**src/rtl/sram_port_arbiter_if.sv**
```systemverilog
// Bus bundle between the two requesting masters, the arbiter and the SRAM macro.
// The slave modport is the arbiter's view; the master modport is the view of
// the environment around it (both requesters plus the SRAM data return).
interface sram_port_arbiter_if #(
    parameter int AW = 10,
    parameter int BW = 32
) ();

    // Requester 0 (core data side)
    logic          M0_REQ;
    logic          M0_WE;
    logic [AW-1:0] M0_ADDR;
    logic [BW-1:0] M0_WDATA;
    logic          M0_LOCK;
    logic          M0_GNT;
    logic          M0_RVALID;
    logic [BW-1:0] M0_RDATA;

    // Requester 1 (loader / debug / DMA)
    logic          M1_REQ;
    logic          M1_WE;
    logic [AW-1:0] M1_ADDR;
    logic [BW-1:0] M1_WDATA;
    logic          M1_LOCK;
    logic          M1_GNT;
    logic          M1_RVALID;
    logic [BW-1:0] M1_RDATA;

    // SRAM macro pins
    logic          CSN;
    logic          WEN;
    logic [AW-1:0] A;
    logic [BW-1:0] DI;
    logic [BW-1:0] DOUT;

    modport slave (
        input  M0_REQ, M0_WE, M0_ADDR, M0_WDATA, M0_LOCK,
        output M0_GNT, M0_RVALID, M0_RDATA,
        input  M1_REQ, M1_WE, M1_ADDR, M1_WDATA, M1_LOCK,
        output M1_GNT, M1_RVALID, M1_RDATA,
        output CSN, WEN, A, DI,
        input  DOUT
    );

    modport master (
        output M0_REQ, M0_WE, M0_ADDR, M0_WDATA, M0_LOCK,
        input  M0_GNT, M0_RVALID, M0_RDATA,
        output M1_REQ, M1_WE, M1_ADDR, M1_WDATA, M1_LOCK,
        input  M1_GNT, M1_RVALID, M1_RDATA,
        input  CSN, WEN, A, DI,
        output DOUT
    );

endinterface

```
**src/rtl/sram_port_arbiter.sv**
```systemverilog
// Two-master arbiter/sequencer for a single-port synchronous SRAM.
// Grants at most one access per cycle (round-robin, with a bounded burst lock),
// drives the SRAM pins combinationally from the winner and returns read data
// with a registered valid one cycle after the granted access.
module sram_port_arbiter #(
    parameter int AW       = 10,
    parameter int BW       = 32,
    parameter int LOCK_MAX = 8
) (
    input  logic              CLK,
    input  logic              RST,
    sram_port_arbiter_if.slave bus
);

    localparam int CW = $clog2(LOCK_MAX + 1);

    typedef enum logic {
        ST_FREE   = 1'b0,
        ST_LOCKED = 1'b1
    } lock_state_t;

    lock_state_t   state, state_n;
    logic          owner, owner_n;   // master holding the lock
    logic          last, last_n;     // master granted most recently
    logic [CW-1:0] lcnt, lcnt_n;     // grants taken so far in the current lock
    logic          rv0, rv0_n;
    logic          rv1, rv1_n;

    logic          gnt0, gnt1;
    logic          owner_req;
    logic          lock_hit;         // lock owner is requesting, so it keeps the port
    logic          win_lock;
    logic [CW-1:0] cnt_inc;

    assign owner_req = owner ? bus.M1_REQ : bus.M0_REQ;
    assign lock_hit  = (state == ST_LOCKED) && owner_req;
    assign win_lock  = gnt1 ? bus.M1_LOCK : bus.M0_LOCK;
    assign cnt_inc   = lock_hit ? (lcnt + CW'(1)) : CW'(1);

    // Lock state, round-robin pointer and pending read valids.
    always_ff @(posedge CLK or posedge RST) begin
        // NOTE: sequential state uses non-blocking assignments so every register
        // samples pre-edge values regardless of block evaluation order.
        if (RST) begin
            state <= ST_FREE;
            owner <= 1'b0;
            last  <= 1'b1;
            lcnt  <= '0;
            rv0   <= 1'b0;
            rv1   <= 1'b0;
        end else begin
            state <= state_n;
            owner <= owner_n;
            last  <= last_n;
            lcnt  <= lcnt_n;
            rv0   <= rv0_n;
            rv1   <= rv1_n;
        end
    end

    // Grant selection: lock owner first, else the master that did not win last.
    always_comb begin
        // NOTE: every output of a combinational block gets a default first so no
        // path leaves it unassigned and no latch is inferred.
        gnt0 = 1'b0;
        gnt1 = 1'b0;
        if (!RST) begin
            if (lock_hit) begin
                gnt0 = !owner;
                gnt1 = owner;
            end else if (bus.M0_REQ && bus.M1_REQ) begin
                gnt0 = last;
                gnt1 = !last;
            end else begin
                gnt0 = bus.M0_REQ;
                gnt1 = bus.M1_REQ;
            end
        end
    end

    // Next-state: lock entry/continue/exit and read-response scheduling.
    always_comb begin
        state_n = state;
        owner_n = owner;
        last_n  = last;
        lcnt_n  = lcnt;
        rv0_n   = gnt0 && !bus.M0_WE;
        rv1_n   = gnt1 && !bus.M1_WE;
        if (gnt0 || gnt1) begin
            last_n = gnt1;
            // Hold the lock only while the winner asks for it and the burst
            // has not yet used up its LOCK_MAX grants; a forced release leaves
            // last pointing at the owner so a waiting master wins next.
            if (win_lock && (cnt_inc < CW'(LOCK_MAX))) begin
                state_n = ST_LOCKED;
                owner_n = gnt1;
                lcnt_n  = cnt_inc;
            end else begin
                state_n = ST_FREE;
                lcnt_n  = '0;
            end
        end else begin
            // No grant while locked means the owner dropped REQ: release.
            state_n = ST_FREE;
            lcnt_n  = '0;
        end
    end

    assign bus.M0_GNT    = gnt0;
    assign bus.M1_GNT    = gnt1;
    assign bus.M0_RVALID = rv0;
    assign bus.M1_RVALID = rv1;
    assign bus.M0_RDATA  = bus.DOUT;
    assign bus.M1_RDATA  = bus.DOUT;

    // Idle cycles leave the M0 request on the pins; only CSN qualifies them.
    assign bus.CSN = !(gnt0 || gnt1);
    assign bus.WEN = RST ? 1'b1 : (gnt1 ? !bus.M1_WE : !bus.M0_WE);
    assign bus.A   = gnt1 ? bus.M1_ADDR  : bus.M0_ADDR;
    assign bus.DI  = gnt1 ? bus.M1_WDATA : bus.M0_WDATA;

endmodule

```
**src/flat_wrapper.sv**
```systemverilog
// flat-port wrapper written by rule: the top's interface ports become plain ports
module sram_port_arbiter_flat 
#(
    parameter int AW       = 10,
    parameter int BW       = 32,
    parameter int LOCK_MAX = 8
)
  (CLK, RST, bus_M0_REQ, bus_M0_WE, bus_M0_ADDR, bus_M0_WDATA, bus_M0_LOCK, bus_M0_GNT, bus_M0_RVALID, bus_M0_RDATA, bus_M1_REQ, bus_M1_WE, bus_M1_ADDR, bus_M1_WDATA, bus_M1_LOCK, bus_M1_GNT, bus_M1_RVALID, bus_M1_RDATA, bus_CSN, bus_WEN, bus_A, bus_DI, bus_DOUT);
  sram_port_arbiter_if #(.AW(AW), .BW(BW)) bus_i ();
  input  logic CLK;
  input  logic RST;
  input wire logic [$bits(bus_i.M0_REQ)-1:0] bus_M0_REQ;
  input wire logic [$bits(bus_i.M0_WE)-1:0] bus_M0_WE;
  input wire logic [$bits(bus_i.M0_ADDR)-1:0] bus_M0_ADDR;
  input wire logic [$bits(bus_i.M0_WDATA)-1:0] bus_M0_WDATA;
  input wire logic [$bits(bus_i.M0_LOCK)-1:0] bus_M0_LOCK;
  output wire logic [$bits(bus_i.M0_GNT)-1:0] bus_M0_GNT;
  output wire logic [$bits(bus_i.M0_RVALID)-1:0] bus_M0_RVALID;
  output wire logic [$bits(bus_i.M0_RDATA)-1:0] bus_M0_RDATA;
  input wire logic [$bits(bus_i.M1_REQ)-1:0] bus_M1_REQ;
  input wire logic [$bits(bus_i.M1_WE)-1:0] bus_M1_WE;
  input wire logic [$bits(bus_i.M1_ADDR)-1:0] bus_M1_ADDR;
  input wire logic [$bits(bus_i.M1_WDATA)-1:0] bus_M1_WDATA;
  input wire logic [$bits(bus_i.M1_LOCK)-1:0] bus_M1_LOCK;
  output wire logic [$bits(bus_i.M1_GNT)-1:0] bus_M1_GNT;
  output wire logic [$bits(bus_i.M1_RVALID)-1:0] bus_M1_RVALID;
  output wire logic [$bits(bus_i.M1_RDATA)-1:0] bus_M1_RDATA;
  output wire logic [$bits(bus_i.CSN)-1:0] bus_CSN;
  output wire logic [$bits(bus_i.WEN)-1:0] bus_WEN;
  output wire logic [$bits(bus_i.A)-1:0] bus_A;
  output wire logic [$bits(bus_i.DI)-1:0] bus_DI;
  input wire logic [$bits(bus_i.DOUT)-1:0] bus_DOUT;
  assign bus_i.M0_REQ = bus_M0_REQ;
  assign bus_i.M0_WE = bus_M0_WE;
  assign bus_i.M0_ADDR = bus_M0_ADDR;
  assign bus_i.M0_WDATA = bus_M0_WDATA;
  assign bus_i.M0_LOCK = bus_M0_LOCK;
  assign bus_M0_GNT = bus_i.M0_GNT;
  assign bus_M0_RVALID = bus_i.M0_RVALID;
  assign bus_M0_RDATA = bus_i.M0_RDATA;
  assign bus_i.M1_REQ = bus_M1_REQ;
  assign bus_i.M1_WE = bus_M1_WE;
  assign bus_i.M1_ADDR = bus_M1_ADDR;
  assign bus_i.M1_WDATA = bus_M1_WDATA;
  assign bus_i.M1_LOCK = bus_M1_LOCK;
  assign bus_M1_GNT = bus_i.M1_GNT;
  assign bus_M1_RVALID = bus_i.M1_RVALID;
  assign bus_M1_RDATA = bus_i.M1_RDATA;
  assign bus_CSN = bus_i.CSN;
  assign bus_WEN = bus_i.WEN;
  assign bus_A = bus_i.A;
  assign bus_DI = bus_i.DI;
  assign bus_i.DOUT = bus_DOUT;
  sram_port_arbiter #(.AW(AW), .BW(BW), .LOCK_MAX(LOCK_MAX)) u_core (.CLK(CLK), .RST(RST), .bus(bus_i));
endmodule
```
**config.mk**
```make
export PLATFORM = sky130hd
export DESIGN_NAME = sram_port_arbiter_flat
export DESIGN_NICKNAME = d
export VERILOG_FILES = /design/src/rtl/sram_port_arbiter_if.sv /design/src/rtl/sram_port_arbiter.sv /design/src/flat_wrapper.sv
export SDC_FILE = /design/constraint.sdc
export NUM_CORES = 1
export LEC_CHECK = 0
export ABC_AREA = 0
export CAP_MARGIN = 20
export CORE_AREA = 2 2 92 94
export DETAILED_ROUTE_END_ITERATION = 12
export DIE_AREA = 0 0 94 96
export GPL_ROUTABILITY_DRIVEN = 0
export GPL_TIMING_DRIVEN = 0
export PLACE_DENSITY = 0.69
export SLEW_MARGIN = 20
export SYNTH_ARGS = -nofsm -noshare
export SYNTH_HDL_FRONTEND = slang
export SYNTH_SLANG_ARGS = --single-unit
```
**constraint.sdc**
```tcl
create_clock -name CLK -period 2.4 [get_ports CLK]
set_input_delay 0.36 -clock CLK [delete_from_list [all_inputs] [get_ports CLK]]
set_output_delay 0.36 -clock CLK [all_outputs]
set_load 0.02 [all_outputs]
```
==> out/qor.yml, run 1 <==
clock_network:
  clkTransAtPathRegs_ps: 40
  tritoncts: "done"
  cts-htree-levels: 1
  clock_latency_ps: 230
  cts_buffers: 3
  root_buffer: "clkbuf_8"
  ctsHoldBuffers: 0
  clock_path_buffers: 2
  clock_sinks: 9
yosys:
  synth-main-ff-cell: "dfrtp_1"
  synth_warnings: 0
  synthXorXnorAreaFrac_pct: 1.21
  ys_seq_area_share_pct: 15.6
  synth_top_area_share_pct: 33.2
  synthSimpleGateAreaFrac_pct: 5.10
  ys_ff_latch: 9
  synth_compound_area_share_pct: 4.67
  synth_edf_count: 0
  synth_top_cells_by_count: "buf_4, mux2_2, dfrtp_1"
  synthMuxAreaShare_pct: 35.4
  ys_async_sr_fraction_pct: 100
  syn_nets: 277
  synth_area_leader_cell: "buf_4"
  syn-instance-count: 152
  synth_top_family_by_area: "buffers and inverters"
  synth_area_sq_mm: 0.00145
  yosys.cell_types.count: 28
  synthAdderAreaFrac_pct: 0.864
  synth_area_leaders: "buf_4, mux2_2, dfrtp_1"
  syn_avg_cell_area_sq_um: 9.52
  yosysMostFrequentCell: "buf_4"
sta:
  fin_ws_ps: 67.1
  final.period_utilization_pct: 97.2
  slew_viol_final: 0
  hold_viol: 0
  setup_viol: 0
  fmax_ghz: 0.429
  rsz0062_at_grt: "true"
  fin_setup_tns_ps: 0
  fin_skew_ps: 1.09
  period_minus_slack_ps: 2330
placed_design:
  portBuffers: 203
  placed_area_sq_mm: 0.00361
  dpl_worst_slack_ps: -667
  hpwl_um: 5310
worst_setup_path:
  cp_cell_sequence: "clkdlybuf4s50_1, clkinvlp_4, o311a_4, buf_6, mux2_2, clkdlybuf4s15_1"
  arrival_ps: 1970
  critPathLaunchType: "input port"
  cp.buffers_inverters: 4
  crit_family: "buffers and inverters"
  crit_path_top_delay_cell: "clkdlybuf4s50_1"
  end_kind: "output port"
  max_stage_delay_ps: 440
  path_class: "input port to output port"
  critPathRequiredTime_ps: 2040
  critPathMaxFanout: 10
drt:
  drt_iter0_drc: 15
  num_vias: 1716
  postRouteAntennaNets: 0
  routed_wirelength_um: 5940
  firstDrtPassIters: 2
  post_drt_wl_per_cell_um: 12.8
  drc_errors: 0
  route.detailed.vias_per_inst: 3.69
power_and_ir_drop:
  power_density_mw_per_mm2: 308
  pwr-share-clk_pct: 15.5
  finalPower_mw: 1.13
  p_leak_nw: 1.60
  p_int_mw: 0.752
  swShare_pct: 33.8
  max-vdd-ir-drop_mv: 0.118
  power_frac_comb_pct: 68.8
  power_switching_mw: 0.383
  p_seq_share_pct: 15.7
floorplanning:
  start_util_pct: 18.0
  dieArea_sq_mm: 0.00902
  ios: 236
  die_w_um: 94
  coreArea_sq_mm: 0.00805
  rows: 33
  die_h_um: 96
global_route:
  antenna_found_initial: 0
  grt_max_degree: 12
  grt_pass1_vias: 1764
  grt_pass1_wl_um: 8490
  track_usage_pct: 11.9
  gr-total-overflow: 0
flow_run:
  max_cap_violations: 0
final_layout:
  drive_above_1_share_pct: 38.6
  final_net_count: 486
  final_util_pct: 45.8
  syn2layout_area_growth_pct: 155
  fillCellCount: 754
  diodes: 0
  design_area_sq_mm: 0.00368
worst_hold_path:
  worstHoldPathType: "flip-flop to flip-flop"
status:
  outcome: "complete, no violations"
layer usage:
metal / vias up / part of all wire [%] / track usage [%]
met3: 9 / 7.3 / 3.05
li1: 862 / - / -
met5: - / 0 / 0
met1: 758 / 36 / 13.0
met4: 0 / 1.3 / 3.38
met2: 87 / 55 / 22.7
metrics by stage:
stage / hold slack, ps / std cells
6_report: 514 / 465
4_1_cts: 513 / 465
2_1_floorplan: 219 / 152
3_5_place_dp: 506 / 460
3_3_place_gp: 501 / 460
5_1_grt: 546 / 465
placed cells by master, fill, tap and decap left out, types with 2 or more instances in the layout:
master	count
clkbuf_2	5
buf_4	67
nor2b_1	2
mux2_4	5
mux2_2	38
clkbuf_8	3
dlygate4sd2_1	7
inv_1	3
nand3_1	2
clkdlybuf4s15_2	9
buf_12	2
nand2_1	2
nor2_1	4
dfrtp_1	8
clkdlybuf4s15_1	20
dlymetal6s2s_1	2
buf_6	4
clkdlybuf4s50_1	155
logic make-up after synthesis:
family | after synthesis
flip-flops | 9
other | 1
adder cells (fa/ha/maj) | 1
buffers and inverters | 73
multiplexers | 44
AO/OA/AOI/OAI | 7
AND/OR/NAND/NOR | 15
XOR/XNOR | 2
cell type report:
| class | count | area [sq um] | share of cell area [%] |
|---|---|---|---|
| well taps | 105 | 131 | 3.57 |
| inverters | 4 | 18.8 | 0.509 |
| clock buffers | 4 | 45.0 | 1.22 |
| repair buffers | 204 | 2010 | 54.7 |
| multi-input cells | 70 | 691 | 18.7 |
| plain buffers | 69 | 558 | 15.1 |
| flip-flops and latches | 9 | 226 | 6.15 |
power groups by stage:
stage          registers, mW  clock network [mW]  logic [mW]
6_report               0.179               0.176       0.781
5_1_grt                0.181               0.195       0.827
4_1_cts                0.177               0.184       0.772
3_5_place_dp           0.180                   0       0.806
3_3_place_gp           0.180                   0       0.801
2_1_floorplan          0.180                   0       0.394
path summary, 6_finish.rpt:
path / startpoint / endpoint / slack [ps] / cells after the start
max in group asynchronous: RST / u_core.last / 1650 / 3
max reg2reg: u_core.last / u_core.lcnt[2] / 680 / 5
max: RST / bus_DI[23] / 70 / 6
min: u_core.last / u_core.last / 510 / 1
min in group asynchronous: RST / u_core.lcnt[0] / 530 / 3
min reg2reg: u_core.last / u_core.last / 510 / 1
registers in the layout, indices dropped and copies added, names as in the netlist:
| signal | count |
|---|---|
| u_core.last | 1 |
| u_core.state | 1 |
| u_core.bus.M0_RVALID | 1 |
| u_core.lcnt | 4 |
| u_core.bus.M1_RVALID | 1 |
| u_core.owner | 1 |
timing repair:
item | in CTS | in global routing
endpoints found under the setup margin | 46 | 31
pin swaps | 0 | 1
gates resized for setup | 86 | 44
buffers inserted | 1 | 0
No activity file was read; power rests on OpenSTA's default activity.
==> run 2: changes to the inputs <==
--- a/config.mk
+++ b/config.mk
@@ -13,7 +13,9 @@
 export GPL_ROUTABILITY_DRIVEN = 0
 export GPL_TIMING_DRIVEN = 0
 export PLACE_DENSITY = 0.69
+export SKIP_LAST_GASP = 1
 export SLEW_MARGIN = 20
 export SYNTH_ARGS = -nofsm -noshare
 export SYNTH_HDL_FRONTEND = slang
 export SYNTH_SLANG_ARGS = --single-unit
+export TNS_END_PERCENT = 10
==> out/qor.yml, run 2 (synthesis results as in run 1) <==
status:
  outcome: "finished, violations left"  # was complete, no violations
  violations: "setup timing"
sta:
  slew_viol_final: 0  # unchanged
  fmax_ghz: 0.407  # was 0.429 GHz
  setup_viol: 37  # was 0
  fin_ws_ps: -59.1  # was 67.1 ps
  rsz0062_at_grt: "true"  # unchanged
  final.period_utilization_pct: 102  # was 97.2%
  period_minus_slack_ps: 2460  # was 2330 ps
  fin_setup_tns_ps: -1380  # was 0 ps
  hold_slack_ps: 509  # was 514 ps
  hold_viol: 0  # unchanged
  fin_skew_ps: 2.26  # was 1.09 ps
flow_run:
  max_cap_violations: 0  # unchanged
clock_network:
  cts_buffers: 3  # unchanged
  clock_latency_ps: 240  # was 230 ps
  clock_sinks: 9  # unchanged
  clkTransAtPathRegs_ps: 40  # about the same
  root_buffer: "clkbuf_8"  # unchanged
  cts-htree-levels: 1  # unchanged
  tritoncts: "done"  # unchanged
  ctsHoldBuffers: 0  # unchanged
  clock_path_buffers: 2  # unchanged
drt:
  post_drt_wl_per_cell_um: 12.7  # was 12.8 um
  drt_iter0_drc: 12  # was 15
  drc_errors: 0  # unchanged
  num_vias: 1723  # was 1716
  postRouteAntennaNets: 0  # unchanged
  route.detailed.vias_per_inst: 3.71  # was 3.69
  firstDrtPassIters: 4  # was 2
  routed_wirelength_um: 5920  # was 5940 um
worst_hold_path:
  min_from: "u_core.last"  # unchanged
  hold_depth: 1  # unchanged
  min_to: "u_core.last"  # unchanged
  worstHoldPathType: "flip-flop to flip-flop"  # unchanged
worst_setup_path:
  path_class: "input port to output port"  # unchanged
  worstReg2RegEnd: "u_core.lcnt[2]"  # unchanged
  end_kind: "output port"  # unchanged
  arrival_ps: 2100  # was 1970 ps
  critPathRequiredTime_ps: 2040  # about the same
  critPathMaxFanout: 10  # unchanged
  r2r_cells: 5  # unchanged
  r2r-start: "u_core.last"  # unchanged
  critPathLaunchType: "input port"  # unchanged
  max_stage_delay_ps: 510  # was 440 ps
  r2r_setup_slack_ps: 700  # was 680 ps
  crit_path_top_delay_cell: "clkdlybuf4s50_1"  # unchanged
  cp_cell_sequence: "clkdlybuf4s50_1, inv_1, o311a_4, buf_4, mux2_2, dlygate4sd2_1"  # was clkdlybuf4s50_1, clkinvlp_4, o311a_4, buf_6, mux2_2, clkdlybuf4s15_1
placed_design:
  placed_area_sq_mm: 0.00361  # unchanged
  dpl_worst_slack_ps: -667  # unchanged
  portBuffers: 203  # unchanged
  hpwl_um: 5310  # unchanged
  dpl.cell_count: 460  # unchanged
floorplanning:
  dieArea_sq_mm: 0.00902  # unchanged
  rows: 33  # unchanged
  die_h_um: 96  # unchanged
  ios: 236  # unchanged
  start_util_pct: 18.0  # unchanged
  die_w_um: 94  # unchanged
  coreArea_sq_mm: 0.00805  # unchanged
final_layout:
  design_area_sq_mm: 0.00361  # was 0.00368 sq mm
  largest_reg_flops: 4  # unchanged
  layout_common_cells: "clkdlybuf4s50_1, buf_4, mux2_2, clkdlybuf4s15_1, dlygate4sd2_1"  # was clkdlybuf4s50_1, buf_4, mux2_2, clkdlybuf4s15_1, clkdlybuf4s15_2
  final_common_cell: "clkdlybuf4s50_1"  # unchanged
  top_register: "u_core.lcnt"  # unchanged
  drive_above_1_share_pct: 37.2  # was 38.6%
  finalNonFillerCells: 465  # unchanged
  final_net_count: 486  # unchanged
  diodes: 0  # unchanged
  final_util_pct: 44.8  # was 45.8%
  syn2layout_area_growth_pct: 149  # was 155%
global_route:
  antenna_found_initial: 0  # unchanged
  grt_pass1_vias: 1766  # was 1764
  grt_max_degree: 12  # unchanged
  track_usage_pct: 12.0  # was 11.9%
  grt_pass1_wl_um: 8510  # was 8490 um
  gr-total-overflow: 0  # unchanged
power_and_ir_drop:
  max-vdd-ir-drop_mv: 0.115  # was 0.118 mV
  p_leak_nw: 1.56  # was 1.60 nW
  finalPower_mw: 1.12  # was 1.13 mW
  power_density_mw_per_mm2: 309  # was 308 mW/mm^2
[run 2: changes by cell type in the layout (fill, tap and decap cells not counted), moves of 2 or more]
cell,delta
clkdlybuf4s50_1,+3
dlygate4sd2_1,+3
buf_6,-2
buf_12,-2
buf_2,+4
dlymetal6s2s_1,-2
clkbuf_2,+2
clkdlybuf4s15_2,-6
[run 2: repair_timing]
action / CTS / global route
resized for setup: 68 / 38
setup buffers: 1 / 0
endpoints found under the setup margin: 46 / 45
[run 2: report_power, final]
| part | switching [mW] | internal, mW | leakage (nW) |
|---|---|---|---|
| combinational | 0.310 | 0.450 | 1.42 |
| clock | 0.0620 | 0.116 | 0.0228 |
| sequential | 0.00900 | 0.169 | 0.116 |
[run 2: metal layers]
layer	vias up	GRT usage, %	wire, um	part of all wire [%]
met4	0	3.38	75	1.3
met5	-	0	0	0
li1	860	-	-	-
met2	87	22.6	3310	56
met3	10	3.05	424	7.2
met1	766	13.2	2120	36
[run 2: worst max-delay path by stage]
stage / from / end / slack, ps / depth (start not counted)
after global routing: bus_M0_REQ / bus_DI[16] / -140 / 6
after detailed placement: RST / bus_DI[22] / -670 / 6
after global placement: RST / bus_DI[22] / -620 / 6
after floorplan: u_core.last / bus_A[2] / 510 / 5
after CTS: bus_M0_REQ / bus_DI[10] / -130 / 6
final: bus_M0_REQ / bus_DI[6] / -60 / 6
[run 2: layout make-up]
cell class	count	area, sq um
buffer	69	526
clock buffer	4	45.0
fill	767	4450
inverter	4	18.8
multi-input combinational	70	688
sequential	9	226
tap	105	131
timing repair buffer	204	1970
[run 2: critical path, delay by kind of cell]
kind / cells / cell delay [ps]
compound gates: 1 / 400
buf+inv: 4 / 1080
mux: 1 / 270
==> run 3: changes to the inputs <==
--- a/config.mk
+++ b/config.mk
@@ -7,12 +7,12 @@
 export LEC_CHECK = 0
 export ABC_AREA = 0
 export CAP_MARGIN = 20
-export CORE_AREA = 2 2 92 94
+export CORE_MARGIN = 10
+export CORE_UTILIZATION = 22
 export DETAILED_ROUTE_END_ITERATION = 12
-export DIE_AREA = 0 0 94 96
 export GPL_ROUTABILITY_DRIVEN = 0
 export GPL_TIMING_DRIVEN = 0
-export PLACE_DENSITY = 0.69
+export PLACE_DENSITY = 0.81
 export SKIP_LAST_GASP = 1
 export SLEW_MARGIN = 20
 export SYNTH_ARGS = -nofsm -noshare
==> constraint.sdc (replaced) <==
create_clock -name CLK -period 2.7 [get_ports CLK]
set_input_delay 0.405 -clock CLK [delete_from_list [all_inputs] [get_ports CLK]]
set_output_delay 0.405 -clock CLK [all_outputs]
set_load 0.02 [all_outputs]
==> out/qor.yml, run 3 (synthesis results as in run 1) <==
worst_setup_path:
  crit_family: "buffers and inverters"  # unchanged
  worst_setup_path_startpoint: "bus_M0_REQ"  # unchanged
  r2r-start: "u_core.last"  # unchanged
  crit_path_top_delay_cell: "clkdlybuf4s50_1"  # unchanged
  critPathRequiredTime_ps: 2300  # was 2040 ps
  path_class: "input port to output port"  # unchanged
  cp_cell_sequence: "clkdlybuf4s50_1, inv_1, o311a_4, buf_6, buf_6, mux2_4, clkdlybuf4s50_1"  # was clkdlybuf4s50_1, inv_1, o311a_4, buf_4, mux2_2, dlygate4sd2_1
  max_stage_delay_ps: 540  # was 510 ps
  arrival_ps: 2480  # was 2100 ps
  critPathLaunchType: "input port"  # unchanged
  end_kind: "output port"  # unchanged
  cp.buffers_inverters: 5  # was 4
  critPathMaxFanout: 10  # unchanged
final_layout:
  top_register: "u_core.lcnt"  # unchanged
  final_common_cell: "clkdlybuf4s50_1"  # unchanged
  layout_common_cells: "clkdlybuf4s50_1, buf_4, mux2_2, dfrtp_1"  # was clkdlybuf4s50_1, buf_4, mux2_2, clkdlybuf4s15_1, dlygate4sd2_1
  final_util_pct: 57.0  # was 44.8%
  diodes: 0  # unchanged
  seqCellArea_sq_um: 226  # unchanged
  syn2layout_area_growth_pct: 151  # was 149%
  design_area_sq_mm: 0.00364  # was 0.00361 sq mm
  largest_reg_flops: 4  # unchanged
  drive_above_1_share_pct: 33.1  # was 37.2%
  final_net_count: 486  # unchanged
  fillCellCount: 574  # was 767
  multiInputGateArea_sq_um: 688  # unchanged
clock_network:
  cts_buffers: 3  # unchanged
  clock_latency_ps: 230  # was 240 ps
  clock_path_buffers: 2  # unchanged
  cts-htree-levels: 1  # unchanged
  tritoncts: "done"  # unchanged
  clkTransAtPathRegs_ps: 50  # was 40 ps
  clock_sinks: 9  # unchanged
  root_buffer: "clkbuf_8"  # unchanged
floorplanning:
  die_h_um: 101  # was 96 um
  die_w_um: 101  # was 94 um
  start_util_pct: 22.7  # was 18.0%
  coreArea_sq_mm: 0.00639  # was 0.00805 sq mm
  ios: 236  # unchanged
  dieArea_sq_mm: 0.0102  # was 0.00902 sq mm
  rows: 29  # was 33
drt:
  firstDrtPassIters: 4  # unchanged
  num_vias: 1778  # was 1723
  post_drt_wl_per_cell_um: 18.7  # was 12.7 um
  routed_wirelength_um: 8190  # was 5920 um
  route.detailed.vias_per_inst: 4.07  # was 3.71
  postRouteAntennaNets: 0  # unchanged
  drt_iter0_drc: 27  # was 12
  drc_errors: 0  # unchanged
sta:
  slew_viol_final: 0  # unchanged
  final.period_utilization_pct: 107
  fmax_ghz: 0.346
  rsz0062_at_grt: "true"  # unchanged
  fin_ws_ps: -189  # was -59.1 ps
  fin_skew_ps: 3.05  # was 2.26 ps
  hold_viol: 0  # unchanged
  fin_setup_tns_ps: -3540  # was -1380 ps
  setup_viol: 36  # was 37
  period_minus_slack_ps: 2890
global_route:
  gr-total-overflow: 0  # unchanged
  antenna_found_initial: 0  # unchanged
  grt_max_degree: 12  # unchanged
  grt_pass1_wl_um: 11800  # was 8510 um
  track_usage_pct: 14.5  # was 12.0%
  grt_pass1_vias: 2095  # was 1766
worst_hold_path:
  worstHoldPathType: "flip-flop to flip-flop"  # unchanged
  min_from: "u_core.last"  # unchanged
power_and_ir_drop:
  power_frac_comb_pct: 69.5  # was 68.1%
  p_seq_share_pct: 15.3  # was 15.9%
  finalPower_mw: 1.04  # was 1.12 mW
  p_leak_nw: 1.57  # was 1.56 nW
  power_switching_mw: 0.351  # was 0.381 mW
  p_int_mw: 0.685  # was 0.734 mW
  power_density_mw_per_mm2: 285  # was 309 mW/mm^2
  swShare_pct: 33.9  # was 34.2%
  max-vdd-ir-drop_mv: 0.332  # was 0.115 mV
  pwr-share-clk_pct: 15.2  # was 15.9%
status:
  violations: "setup timing"  # unchanged
  outcome: "finished, violations left"  # unchanged
flow_run:
  max_cap_violations: 0  # unchanged
placed_design:
  portBuffers: 203  # unchanged
  hpwl_um: 7510  # was 5310 um
  placed_area_sq_mm: 0.00358  # was 0.00361 sq mm
[run 3: repair_timing]
| item | CTS | global route |
|---|---|---|
| pin swaps | 0 | 0 |
| hold buffers | 0 | 0 |
| resized for setup | 5 | 4 |
| setup endpoints to repair | 45 | 41 |
| buffers inserted | 1 | 0 |
| cloned | 0 | 0 |
[run 3: stage by stage]
| step | instances | hold slack, ps | setup WS (ps) |
|---|---|---|---|
| floorplan | 152 | 264 | 717 |
| global route | 437 | 525 | -236 |
| global placement | 432 | 501 | -374 |
| CTS | 437 | 515 | -204 |
| detailed placement | 432 | 508 | -455 |
| finish | 437 | 510 | -189 |
[run 3: final timing paths]
path	endpoint	depth (start not counted)	slack, ps
worst min register to register	u_core.last	1	510
max in group asynchronous	u_core.last	3	1900
min in group asynchronous	u_core.owner	3	580
worst max register to register	u_core.lcnt[2]	5	1020
worst max-delay path	bus_A[6]	7	-190
worst min-delay path	u_core.last	1	510
[run 3: area by class of cell]
type / count / area share, %
Sequential cell: 9 / 6.23
Buffer: 69 / 14.2
Timing Repair Buffer: 204 / 56.2
Inverter: 4 / 0.516
Multi-Input combinational cell: 70 / 18.9
Clock buffer: 4 / 1.24
Tap cell: 77 / 2.65
[run 3: power by group through the flow]
stage                     combinational, mW  sequential [mW]  clock [mW]
after floorplan                       0.350            0.160           0
after global placement                0.719            0.160           0
after detailed placement              0.730            0.161           0
after CTS                             0.733            0.159       0.163
after global routing                  0.760            0.160       0.171
final                                 0.720            0.159       0.157
[run 3: layer usage]
layer	global-route usage (%)	vias to the layer above	share of wire, %	routed length [um]
met5	0	-	0	0
met4	1.71	0	1.1	89
met3	7.41	8	13	1030
met2	29.5	100	57	4680
met1	12.3	810	29	2390
li1	-	860	-	-
[run 3: worst register-to-register path, delay by kind of cell (launching register included)]
| family | cells | cell delay (ps) |
|---|---|---|
| flip-flops | 1 | 520 |
| AO/OA/AOI/OAI | 2 | 720 |
| buffers and inverters | 1 | 150 |
| AND/OR/NAND/NOR | 2 | 160 |
